**config.mk**
```make
export PLATFORM = sky130hd
export DESIGN_NAME = muldiv_sequencer
export DESIGN_NICKNAME = d
export VERILOG_FILES = /design/src/rtl/muldiv_sequencer_pkg.sv /design/src/rtl/muldiv_sequencer_cla.sv /design/src/rtl/muldiv_sequencer.sv
export SDC_FILE = /design/constraint.sdc
export NUM_CORES = 1
export LEC_CHECK = 0
export CAP_MARGIN = 40
export CORE_ASPECT_RATIO = 0.6
export CORE_UTILIZATION = 55
export CTS_CLUSTER_DIAMETER = 200
export DETAILED_ROUTE_END_ITERATION = 8
export PLACE_DENSITY = 0.76
export SLEW_MARGIN = 0
export SYNTH_ARGS = -nofsm -noshare
export SYNTH_HDL_FRONTEND = slang
export SYNTH_SLANG_ARGS = --single-unit
```
**constraint.sdc**
```tcl
create_clock -name clk -period 18.4 [get_ports clk]
set_input_delay 2.76 -clock clk [delete_from_list [all_inputs] [get_ports clk]]
set_output_delay 2.76 -clock clk [all_outputs]
set_load 0.03 [all_outputs]
```
**src/rtl/muldiv_sequencer_pkg.sv**
```systemverilog
`default_nettype none
// +----------------------------------------------------------------------------+
// | Module   : muldiv_sequencer_pkg                                            |
// | Brief    : RV32M funct3 codes and sequencer state encoding.                |
// | Revision : 1.0                                                             |
// +----------------------------------------------------------------------------+
package muldiv_sequencer_pkg;

   localparam logic [2:0] MD_MUL    = 3'b000;
   localparam logic [2:0] MD_MULH   = 3'b001;
   localparam logic [2:0] MD_MULHSU = 3'b010;
   localparam logic [2:0] MD_MULHU  = 3'b011;
   localparam logic [2:0] MD_DIV    = 3'b100;
   localparam logic [2:0] MD_DIVU   = 3'b101;
   localparam logic [2:0] MD_REM    = 3'b110;
   localparam logic [2:0] MD_REMU   = 3'b111;

   typedef enum logic [1:0] {
      MDS_IDLE = 2'd0,
      MDS_CALC = 2'd1,
      MDS_FIX  = 2'd2,
      MDS_DONE = 2'd3
   } md_state_e;

endpackage
`default_nettype wire

```
**src/rtl/muldiv_sequencer_cla.sv**
```systemverilog
`default_nettype none
// +----------------------------------------------------------------------------+
// | Module   : muldiv_sequencer_cla                                            |
// | Brief    : N-bit adder/subtractor (generate/propagate carry network).      |
// | Revision : 1.0                                                             |
// +----------------------------------------------------------------------------+
module muldiv_sequencer_cla #(
   parameter int N = 33
) (
   input  logic [N-1:0] a,
   input  logic [N-1:0] b,
   input  logic         sub_en,
   output logic [N-1:0] sum,
   output logic         cout
);

   logic [N-1:0] w_b;
   logic [N-1:0] w_g;
   logic [N-1:0] w_p;
   logic [N:0]   w_c;

   // Subtract is a + ~b + 1; cout=1 then means "no borrow".
   always_comb begin
      w_b    = b ^ {N{sub_en}};
      w_g    = a & w_b;
      w_p    = a ^ w_b;
      w_c    = '0;
      w_c[0] = sub_en;
      for (int i = 0; i < N; i++) begin
         w_c[i+1] = w_g[i] | (w_p[i] & w_c[i]);
      end
   end

   assign sum  = w_p ^ w_c[N-1:0];
   assign cout = w_c[N];

endmodule
`default_nettype wire

```
**src/rtl/muldiv_sequencer.sv**
```systemverilog
`default_nettype none
// +----------------------------------------------------------------------------+
// | Module   : muldiv_sequencer                                                |
// | Brief    : Iterative RV32M multiply/divide with one shared adder.          |
// | Revision : 1.0                                                             |
// +----------------------------------------------------------------------------+
module muldiv_sequencer
   import muldiv_sequencer_pkg::*;
#(
   parameter int WIDTH = 32
) (
   input  logic             clk,
   input  logic             rst_n,
   input  logic             reqValid,
   output logic             reqReady,
   input  logic [2:0]       reqOp,
   input  logic [WIDTH-1:0] reqA,
   input  logic [WIDTH-1:0] reqB,
   input  logic             kill,
   output logic             respValid,
   input  logic             respReady,
   output logic [WIDTH-1:0] respResult,
   output logic             busy
);

   localparam int              CNT_W    = $clog2(WIDTH);
   localparam logic [CNT_W-1:0] CNT_LAST = CNT_W'(WIDTH - 1);

   md_state_e        r_state, w_next_state;
   logic             r_resp_valid;
   logic [CNT_W-1:0] r_count;
   logic [2:0]       r_op;
   logic             r_neg_res;
   logic [WIDTH-1:0] r_opnd;     // multiplicand or divisor magnitude
   logic [WIDTH-1:0] r_hi;       // product high half or remainder
   logic [WIDTH-1:0] r_lo;       // multiplier/product low half or quotient
   logic [WIDTH-1:0] r_result;

   logic             w_accept, w_abs_a, w_abs_b, w_neg_res;
   logic             w_div_zero, w_ovf, w_special;
   logic [WIDTH-1:0] w_opa, w_opb, w_special_res;
   logic [WIDTH:0]   w_add_a, w_add_b, w_sum;
   logic             w_sub, w_cout, w_fix_inc;
   logic [WIDTH-1:0] w_fix_src, w_fix_res;

   assign w_accept = reqValid & (r_state == MDS_IDLE) & ~kill;

   // Operand conditioning: which operands are taken as magnitudes, and
   // whether the final result needs a sign correction.
   always_comb begin
      w_abs_a   = 1'b0;
      w_abs_b   = 1'b0;
      w_neg_res = 1'b0;
      case (reqOp)
         MD_MULH, MD_DIV: begin
            w_abs_a   = 1'b1;
            w_abs_b   = 1'b1;
            w_neg_res = reqA[WIDTH-1] ^ reqB[WIDTH-1];
         end
         MD_MULHSU: begin
            w_abs_a   = 1'b1;
            w_neg_res = reqA[WIDTH-1];
         end
         MD_REM: begin
            w_abs_a   = 1'b1;
            w_abs_b   = 1'b1;
            w_neg_res = reqA[WIDTH-1];
         end
         default: ;
      endcase
   end

   assign w_opa = (w_abs_a & reqA[WIDTH-1]) ? -reqA : reqA;
   assign w_opb = (w_abs_b & reqB[WIDTH-1]) ? -reqB : reqB;

   assign w_div_zero    = reqOp[2] & (reqB == '0);
   assign w_ovf         = reqOp[2] & ~reqOp[0] & (reqA == {1'b1, {(WIDTH-1){1'b0}}}) & (&reqB);
   assign w_special     = w_div_zero | w_ovf;
   assign w_special_res = w_div_zero ? (reqOp[1] ? reqA : '1)
                                     : (reqOp[1] ? '0   : reqA);

   // FIX negation of the 2W product uses -{hi,lo} = {~hi + (lo==0), ~lo + 1}.
   always_comb begin
      w_fix_src = r_lo;
      w_fix_inc = 1'b1;
      if (r_op[2]) begin
         w_fix_src = r_op[1] ? r_hi : r_lo;
      end else if (r_op != MD_MUL) begin
         w_fix_src = r_hi;
         w_fix_inc = (r_lo == '0);
      end
   end

   always_comb begin
      w_add_a = '0;
      w_add_b = '0;
      w_sub   = 1'b0;
      case (r_state)
         MDS_CALC: begin
            if (r_op[2]) begin
               w_add_a = {r_hi, r_lo[WIDTH-1]};
               w_add_b = {1'b0, r_opnd};
               w_sub   = 1'b1;
            end else begin
               w_add_a = {1'b0, r_hi};
               w_add_b = r_lo[0] ? {1'b0, r_opnd} : '0;
            end
         end
         MDS_FIX: begin
            w_add_a = {1'b0, ~w_fix_src};
            w_add_b = {{WIDTH{1'b0}}, w_fix_inc};
         end
         default: ;
      endcase
   end

   muldiv_sequencer_cla #(.N(WIDTH + 1)) u_cla (
      .a      (w_add_a),
      .b      (w_add_b),
      .sub_en (w_sub),
      .sum    (w_sum),
      .cout   (w_cout)
   );

   assign w_fix_res = r_neg_res ? w_sum[WIDTH-1:0] : w_fix_src;

   always_comb begin
      w_next_state = r_state;
      case (r_state)
         MDS_IDLE: if (w_accept) w_next_state = w_special ? MDS_DONE : MDS_CALC;
         MDS_CALC: if (r_count == CNT_LAST) w_next_state = MDS_FIX;
         MDS_FIX:  w_next_state = MDS_DONE;
         MDS_DONE: if (respReady) w_next_state = MDS_IDLE;
         default:  w_next_state = MDS_IDLE;
      endcase
      if (kill) w_next_state = MDS_IDLE;
   end

   always_ff @(posedge clk or negedge rst_n) begin
      if (!rst_n) begin
         r_state      <= MDS_IDLE;
         r_resp_valid <= 1'b0;
      end else begin
         r_state      <= w_next_state;
         r_resp_valid <= (w_next_state == MDS_DONE);
      end
   end

   always_ff @(posedge clk or negedge rst_n) begin
      if (!rst_n) begin
         r_count   <= '0;
         r_op      <= '0;
         r_neg_res <= 1'b0;
         r_opnd    <= '0;
         r_hi      <= '0;
         r_lo      <= '0;
         r_result  <= '0;
      end else if (!kill) begin
         case (r_state)
            MDS_IDLE: begin
               if (w_accept) begin
                  r_count   <= '0;
                  r_op      <= reqOp;
                  r_neg_res <= w_neg_res;
                  r_opnd    <= reqOp[2] ? w_opb : w_opa;
                  r_lo      <= reqOp[2] ? w_opa : w_opb;
                  r_hi      <= '0;
                  if (w_special) r_result <= w_special_res;
               end
            end
            MDS_CALC: begin
               r_count <= r_count + 1'b1;
               if (r_op[2]) begin
                  r_hi <= w_cout ? w_sum[WIDTH-1:0] : {r_hi[WIDTH-2:0], r_lo[WIDTH-1]};
                  r_lo <= {r_lo[WIDTH-2:0], w_cout};
               end else begin
                  r_hi <= w_sum[WIDTH:1];
                  r_lo <= {w_sum[0], r_lo[WIDTH-1:1]};
               end
            end
            MDS_FIX:  r_result <= w_fix_res;
            default: ;
         endcase
      end
   end

   assign reqReady   = rst_n & (r_state == MDS_IDLE);
   assign busy       = (r_state != MDS_IDLE);
   assign respValid  = r_resp_valid;
   assign respResult = r_result;

endmodule
`default_nettype wire

```
# After elaboration in Yosys (flattened, before gate mapping)

Index checks and enable logic that the tools add are counted.

$add $sub $neg: 3
Eq/ne operators: 12
Multiplexer cells: 41
Bitwise operators: 84
Reductions and logical operators: 15

Operators by type and width:

| cell                 | count |
|---|---|
| $mux 32              | 20 |
| $pmux 32 s2          | 4 |
| $pmux 33 s2          | 1 |
| $xor 33x33->33       | 2 |
| $logic_not 32->1     | 2 |
| $neg 32->32          | 2 |
| $and 1x1->1          | 42 |
| $or 1x1->1           | 34 |
| $and 33x33->33       | 1 |
| $mux 33              | 1 |
| $xor 32x33->33       | 1 |
| $eq 32x32->1 const B | 1 |
| $not 32->32          | 1 |
| $reduce_and 32->1    | 1 |
| $mux 2               | 5 |
| $pmux 5 s2           | 1 |
| $pmux 2 s4           | 1 |
| $eq 2x2->1 const B   | 3 |
| $eq 3x3->1 const B   | 2 |
| $mux 1               | 6 |
| $reduce_and 3->1     | 2 |
| $reduce_bool 2->1    | 3 |
| $add 5x1->5 const B  | 1 |
| $eq 5x5->1 const B   | 1 |
| 14 further kinds     | 17 |

Register bits: 140
Bits of input ports: 72
Output and inout bits: 35
Word-level logic and storage cells: 164

# Longest topological paths before layout

Gate-level depths: netlist of the first run.

Word-level depth: 75
Gate-level depth with buffers: 47
Gate-level depth less buffers: 44

# Modules after synthesis

From an unflattened synthesis of the first run, not the netlist that was laid out.

Cells, all modules: 1,554
Area total of the unflattened synthesis: 12,944.9 um2

By module, submodules not included:

| module               | instances | cells an instance | area an instance (um2) | seq. area each (um2) |
|---|---|---|---|---|
| muldiv_sequencer     | 1         | 1,421             | 11,712.5               | 3,503.4 |
| muldiv_sequencer_cla | 1         | 133               | 1,232.4                | 0.0 |

# Worst setup path before layout of the first run

No wires, ideal clock.

Kind: reg2reg
Start point: register r_op[2]
End point: register r_hi[0]
Library setup time: 0.065 ns
Arrival: 14.759 ns
Data required time: 18.335 ns
Slack: 3.576 ns
Stages on the path, launching flop included: 47
Buffers on the path: 4
Period minus slack after synthesis: 14.824 ns
Cells stage by stage: dfrtp_1 clkbuf_1 nor2b_1 nor2_1 buf_1 mux2i_1 nand2_1 o21ai_0 nand2_1 fa_1 fa_1 fa_1 fa_1 fa_1 fa_1 fa_1 fa_1 fa_1 (+11 left out) fa_1 fa_1 fa_1 fa_1 fa_1 fa_1 fa_1 fa_1 fa_1 fa_1 fa_1 inv_1 fa_1 clkbuf_1 buf_1 o2111ai_1 o2111ai_1 a22o_1

Cells in the longest elaborated chain, start to end: 75
Elaborated cells on any way between the ends: 85
Classes of those cells: mux (13); bitwise (71); reduce/logical (1)

Ends and longest elaborated chain:

| what                                                 | line                                               | text |
|---|---|---|
| start: declaration                                   | muldiv_sequencer.sv:32                             | `logic [2:0] r_op;` |
| start signal: assignment                             | muldiv_sequencer.sv:163                            | `r_op <= reqOp;` |
| $reduce_bool 3->1                                    | muldiv_sequencer.sv:88                             | `end else if (r_op != MD_MUL) begin` |
| $mux 1 / $mux 32 (equally long branches)             | muldiv_sequencer.sv:88                             |  |
| $mux 1 / $mux 32 (equally long branches)             | muldiv_sequencer.sv:86                             | `if (r_op[2]) begin` |
| $pmux 32 s2 / $not 32->32 (equally long branches)    | muldiv_sequencer.sv:98, muldiv_sequencer.sv:110    |  |
| $xor 32x33->33 / $pmux 33 s2 (equally long branches) | muldiv_sequencer_cla.sv:24, muldiv_sequencer.sv:98 |  |
| $xor 33x33->33                                       | muldiv_sequencer_cla.sv:26                         | `w_p = a ^ w_b;` |
| $and 1x1->1                                          | muldiv_sequencer_cla.sv:30                         | `w_c[i+1] = w_g[i] \| (w_p[i] & w_c[i]);` |
| $or 1x1->1                                           | muldiv_sequencer_cla.sv:30                         |  |
| (+59 left out)                                       | n/a                                                |  |
| $or 1x1->1                                           | muldiv_sequencer_cla.sv:30                         |  |
| $and 1x1->1                                          | muldiv_sequencer_cla.sv:30                         |  |
| $or 1x1->1                                           | muldiv_sequencer_cla.sv:30                         |  |
| $and 1x1->1                                          | muldiv_sequencer_cla.sv:30                         |  |
| $or 1x1->1                                           | muldiv_sequencer_cla.sv:30                         |  |
| $mux 32                                              | muldiv_sequencer.sv:174                            | `r_hi <= w_cout ? w_sum[WIDTH-1:0] : {r_hi[WIDTH-2:0], r_lo[WIDTH-1]};` |
| $mux 32 (*)                                          | muldiv_sequencer.sv:173                            | `if (r_op[2]) begin` |
| $pmux 32 s2 (*)                                      | muldiv_sequencer.sv:159                            | `case (r_state)` |
| end signal: assignment                               | muldiv_sequencer.sv:174                            |  |
| end signal: assignment                               | muldiv_sequencer.sv:177                            | `r_hi <= w_sum[WIDTH:1];` |
| end: declaration                                     | muldiv_sequencer.sv:35                             | `logic [WIDTH-1:0] r_hi;` |

Every way passes the cells marked *; elsewhere a longest branch is shown, timed or not.
A chain may end at the register's enable or synchronous reset.

# Worst setup path in the final report of the first run

Start point: register r_state[0]
End point: register r_hi[11]

Cells in the longest elaborated chain, start to end: 73
Elaborated cells on any way between the ends: 84
Classes of those cells: eq/ne (3); mux (6); bitwise (72); reduce/logical (3)

Ends and longest elaborated chain:

| what                                            | line                                            | text |
|---|---|---|
| start: declaration                              | muldiv_sequencer.sv:29                          | `md_state_e r_state, w_next_state;` |
| start signal: assignment                        | muldiv_sequencer.sv:144                         | `r_state <= w_next_state;` |
| $eq 2x2->1 / $eq 2x1->1 (equally long branches) | muldiv_sequencer.sv:98, muldiv_sequencer.sv:159 |  |
| $pmux 32 s2 / $mux 1 (equally long branches)    | muldiv_sequencer.sv:98                          | `case (r_state)` |
| $xor 32x33->33                                  | muldiv_sequencer_cla.sv:24                      | `w_b = b ^ {N{sub_en}};` |
| $xor 33x33->33                                  | muldiv_sequencer_cla.sv:26                      |  |
| $and 1x1->1                                     | muldiv_sequencer_cla.sv:30                      |  |
| $or 1x1->1                                      | muldiv_sequencer_cla.sv:30                      |  |
| $and 1x1->1                                     | muldiv_sequencer_cla.sv:30                      |  |
| $or 1x1->1                                      | muldiv_sequencer_cla.sv:30                      |  |
| (+57 left out)                                  | n/a                                             |  |
| $or 1x1->1                                      | muldiv_sequencer_cla.sv:30                      |  |
| $and 1x1->1                                     | muldiv_sequencer_cla.sv:30                      |  |
| $or 1x1->1                                      | muldiv_sequencer_cla.sv:30                      |  |
| $and 1x1->1                                     | muldiv_sequencer_cla.sv:30                      |  |
| $or 1x1->1                                      | muldiv_sequencer_cla.sv:30                      |  |
| $mux 32                                         | muldiv_sequencer.sv:174                         |  |
| $mux 32                                         | muldiv_sequencer.sv:173                         |  |
| $pmux 32 s2                                     | muldiv_sequencer.sv:159                         |  |

Parallel ways exist; a longest one is shown, timed or not.

==> results of run 1 <==
[Yosys cell counts (all sizes together) (9+ instances only)]
| cell type | count |
|---|---|
| a21oi | 96 |
| buf | 24 |
| clkbuf | 91 |
| dfrtp | 140 |
| fa | 32 |
| ha | 9 |
| inv | 15 |
| maj3 | 30 |
| mux2 | 117 |
| mux2i | 133 |
| nand2 | 244 |
| nand4 | 13 |
| nor2 | 107 |
| nor3 | 26 |
| nor4 | 17 |
| o21ai | 119 |
| o221ai | 14 |
| o31ai | 25 |
| o41ai | 12 |
| or3 | 13 |
| or4 | 9 |
| xnor2 | 32 |
| xor2 | 27 |
[cells in the final DEF, fill, tap and decap left out, types with 19 or more instances in the layout]
cell type | netlist | final
xnor2_1 | 32 | 32
o21ai_0 | 117 | 117
buf_4 | 0 | 19
mux2i_1 | 133 | 133
clkdlybuf4s50_1 | 0 | 105
dfrtp_1 | 140 | 138
nor2_1 | 106 | 105
nand2_1 | 244 | 244
a21oi_1 | 95 | 94
xor2_1 | 27 | 27
o31ai_1 | 24 | 24
nor3_1 | 26 | 26
maj3_1 | 30 | 30
mux2_2 | 85 | 85
fa_1 | 32 | 31
mux2_4 | 29 | 29
[worst max-delay path, delay by kind of cell, from the launching register on]
kind / cells / cell delay (ns)
buffers and inverters: 4 / 1.23
adders and majority gates: 33 / 13.15
DFF: 1 / 0.44
and+or+nand+nor: 3 / 1.14
AOI/OAI and AO/OA: 4 / 0.68
[kinds of logic (layout without fill, tap and decap cells)]
logic type / Yosys count / in the layout / share of synthesized area, %
AOI/OAI and AO/OA: 321 / 321 / 16.1
xor gates and xnor gates: 59 / 59 / 4.17
adders and majority gates: 71 / 71 / 8.50
buffers and inverters: 131 / 178 / 4.19
DFF: 140 / 140 / 28.3
muxes: 250 / 250 / 22.3
and+or+nand+nor: 464 / 464 / 16.5
[registers in the layout, indices dropped and copies added, names as in the netlist]
name / cells
r_opnd: 32
respValid: 1
r_neg_res: 1
r_state: 2
r_lo: 32
r_count: 5
respResult: 32
r_hi: 32
r_op: 3
[routing by layer]
| layer | vias up | routed length, um | track usage (%) | share of wire [%] |
|---|---|---|---|---|
| li1 | 5220 | - | - | - |
| met1 | 5546 | 18800 | 57.2 | 45 |
| met2 | 750 | 15900 | 46.7 | 38 |
| met3 | 51 | 6420 | 12.9 | 15 |
| met4 | 0 | 538 | 6.74 | 1.3 |
| met5 | - | 0 | 0.654 | 0 |
[power breakdown]
part	internal, mW	leakage [nW]	total (mW)	switching [mW]
registers	0.424	1.80	0.612	0.188
clock network	0.205	0.281	0.352	0.148
logic	0.502	3.45	1.22	0.716
total	1.13	5.52	2.18	1.05
[area by class of cell]
cell class                 instances  share of cell area (%)
sequential                       140                    24.7
clock inverter                    12                   0.969
tap                              286                    2.52
timing repair buffer             130                    9.08
multi-input combinational       1165                    59.2
inverter                          16                   0.423
clock buffer                      20                    3.15
[worst paths after layout]
| path | to | cells past startpoint |
|---|---|---|
| max | r_hi[11] | 44 |
| min reg2reg | r_opnd[7] | 2 |
| min | r_opnd[7] | 2 |
| max reg2reg | r_hi[11] | 44 |
| max in group asynchronous | r_op[2] | 2 |
| min in group asynchronous | r_hi[4] | 1 |
[metrics by stage]
| stage | hold WS, ns | util [%] |
|---|---|---|
| after CTS | 0.481 | 64.3 |
| final | 0.478 | 64.3 |
| after global placement | 0.459 | 61.3 |
| after floorplan | 0.439 | - |
| after global routing | 0.501 | 64.3 |
| after detailed placement | 0.466 | 61.7 |
==> metrics.md, run 1 <==
| Metric | Value |
|---|---|
| Setup Skew | `approximately 0.014 ns` |
| Asr flop ratio synth | `100%` |
| CP peak stage delay | `around 0.9 ns` |
| Setup ws final | `~1.6 ns` |
| Setup WS pre-CTS | `approximately 2 ns` |
| Die ar. | `between 20000 and 25000 sq um` |
| Final Hold Viols | `0` |
| Finish-stage setup viols | `0` |
| Post-synth top area share | `28.3%` |
| Mapped Nets | `1549` |
| CP startpoint kind | `flop` |
| Initial antenna violation count | `0` |
| Tightest Pin Transition | `approximately 1.1 ns` |
| Sequential area share after synthesis | `between 20% and 30%` |
| Final-report max-slew violation count | `0` |
| Ant diodes | `0` |
| Largest net degree at the start of global routing | `84` |
| Total wire length | `41700 um` |
| Residual DRC | `0` |
| Status | `finished clean` |
| Vias per cell | `6.54` |
| CTS Buf Count | `17` |
| # nets final | `roughly 1.6k` |
| Clk buf depth | `2` |
| Post-synthesis instance total | `roughly 1.4k` |
| TritonCTS clock tree | `yes` |
| Yosys cell types | `69` |
| DP Area | `around 14000 sq um` |
| Initial core utilization | `between 50% and 60%` |
| Post-CTS Hold Fix Bufs | `0` |
| Fin crit share | `between 90% and 100%` |
| Max Freq | `59.5 MHz` |
| Syn Area/Cell | `8.63 sq um` |
| Worst skew pair latency | `~0.44 ns` |
| Die Span X | `196 um` |
| Setup tns final | `0 ns` |
| DR iter-0 viols | `1445` |
| Hpwl dp | `29400 um` |
| Vias in the first global route | `between 10k and 15k` |
| Ys flop type | `dfrtp_1` |
| Critical path class | `reg -> reg` |
| Post-CTS repair timing setup buffer count | `0` |
| Power density cells | `around 150 nW/um^2` |
| Routability cong. | `slightly below 1` |
| Buffers on Ports | `between 100 and 150` |
| Number of fill cells | `approximately 1.9k` |
| Required @ worst endpoint | `~19 ns` |
| Register area | `~3500 sq um` |
| Top area cells in the synthesized netlist | `dfrtp_1 28%, mux2i_1 11%, mux2_2 7.7%` |
| Clk root buf | `clkbuf_16` |
| Finished Layout Cells | `between 1.5k and 2k` |
| H-tree levels | `4` |
| GRT overflow | `0` |
| # Max-Cap Violations | `0` |
| Total power | `roughly 2.2 mW` |
| Hold wc startpoint | `r_opnd[7]` |
| Placed cell count | `between 1.5k and 2k` |
| Worst VDD drop | `0.0963 mV` |
| WP data arrival | `~17 ns` |
| Worst Setup SP | `r_state[0]` |
| CP max FO | `70` |
| Post-route ant nets | `0` |
| DRT Pass-1 Iters | `8` |
| Routed WL per cell | `approximately 24 um` |
| Via count | `11.6k` |
| CP Capture Type | `flop` |
| Post-Syn Area | `about 12000 sq um` |
| Slowest stage cell, crit path | `nor4_1` |
| Most common cell on crit path | `fa_1` |
| RSZ-0062 raised after global routing | `false` |
| Ratio of cells with drive above 1 in the final layout | `a little over an eighth` |
| Synth Register Bits | `140` |
| TritonCTS Sinks | `140` |
| Synth area leader | `dfrtp_1` |
| Die Ht | `between 100 and 150 um` |
| Min cycle time layout | `16.80 ns` |
| Ys Warns | `0` |
| Site Rows | `42` |
| CORE AREA | `22100 sq um` |
| Finished Cell Area | `about 14000 sq um` |
| Multi-input logic area | `8400 sq um` |
| First-pass GRT wire length | `about 64000 um` |
| CTS clock-pin slew for the worst setup and hold paths | `~0.060 ns` |
| HP Class | `reg -> reg` |
| Total GRT Usage | `approximately 36%` |
| Post_cts resized | `0` |
| I/O pin count | `107` |
| Post-synth EDFFs | `0` |
| Worst reg2reg startpoint | `r_state[0]` |
| Area Growth Syn to Fin | `14.6%` |
| Slew headroom | `approximately a quarter` |
| R2r setup slk | `about 1.6 ns` |
| Pleak | `approximately 5.5 nW` |
Note: power is estimated with default switching activity, not from simulation.
==> inputs of run 2 (changes only) <==
==> constraint.sdc (replaced) <==
create_clock -name clk -period 18.4 [get_ports clk]
set_input_delay 2.76 -clock clk [delete_from_list [all_inputs] [get_ports clk]]
set_output_delay 2.76 -clock clk [all_outputs]
set_load 0.02 [all_outputs]
==> results of run 2 <==
Same layout as run 1 (identical final DEF). Status: finished clean.
Main changes from that run: total power 2.18 mW -> 2.16 mW; worst IR drop on VDD 0.0963 mV -> 0.0962 mV
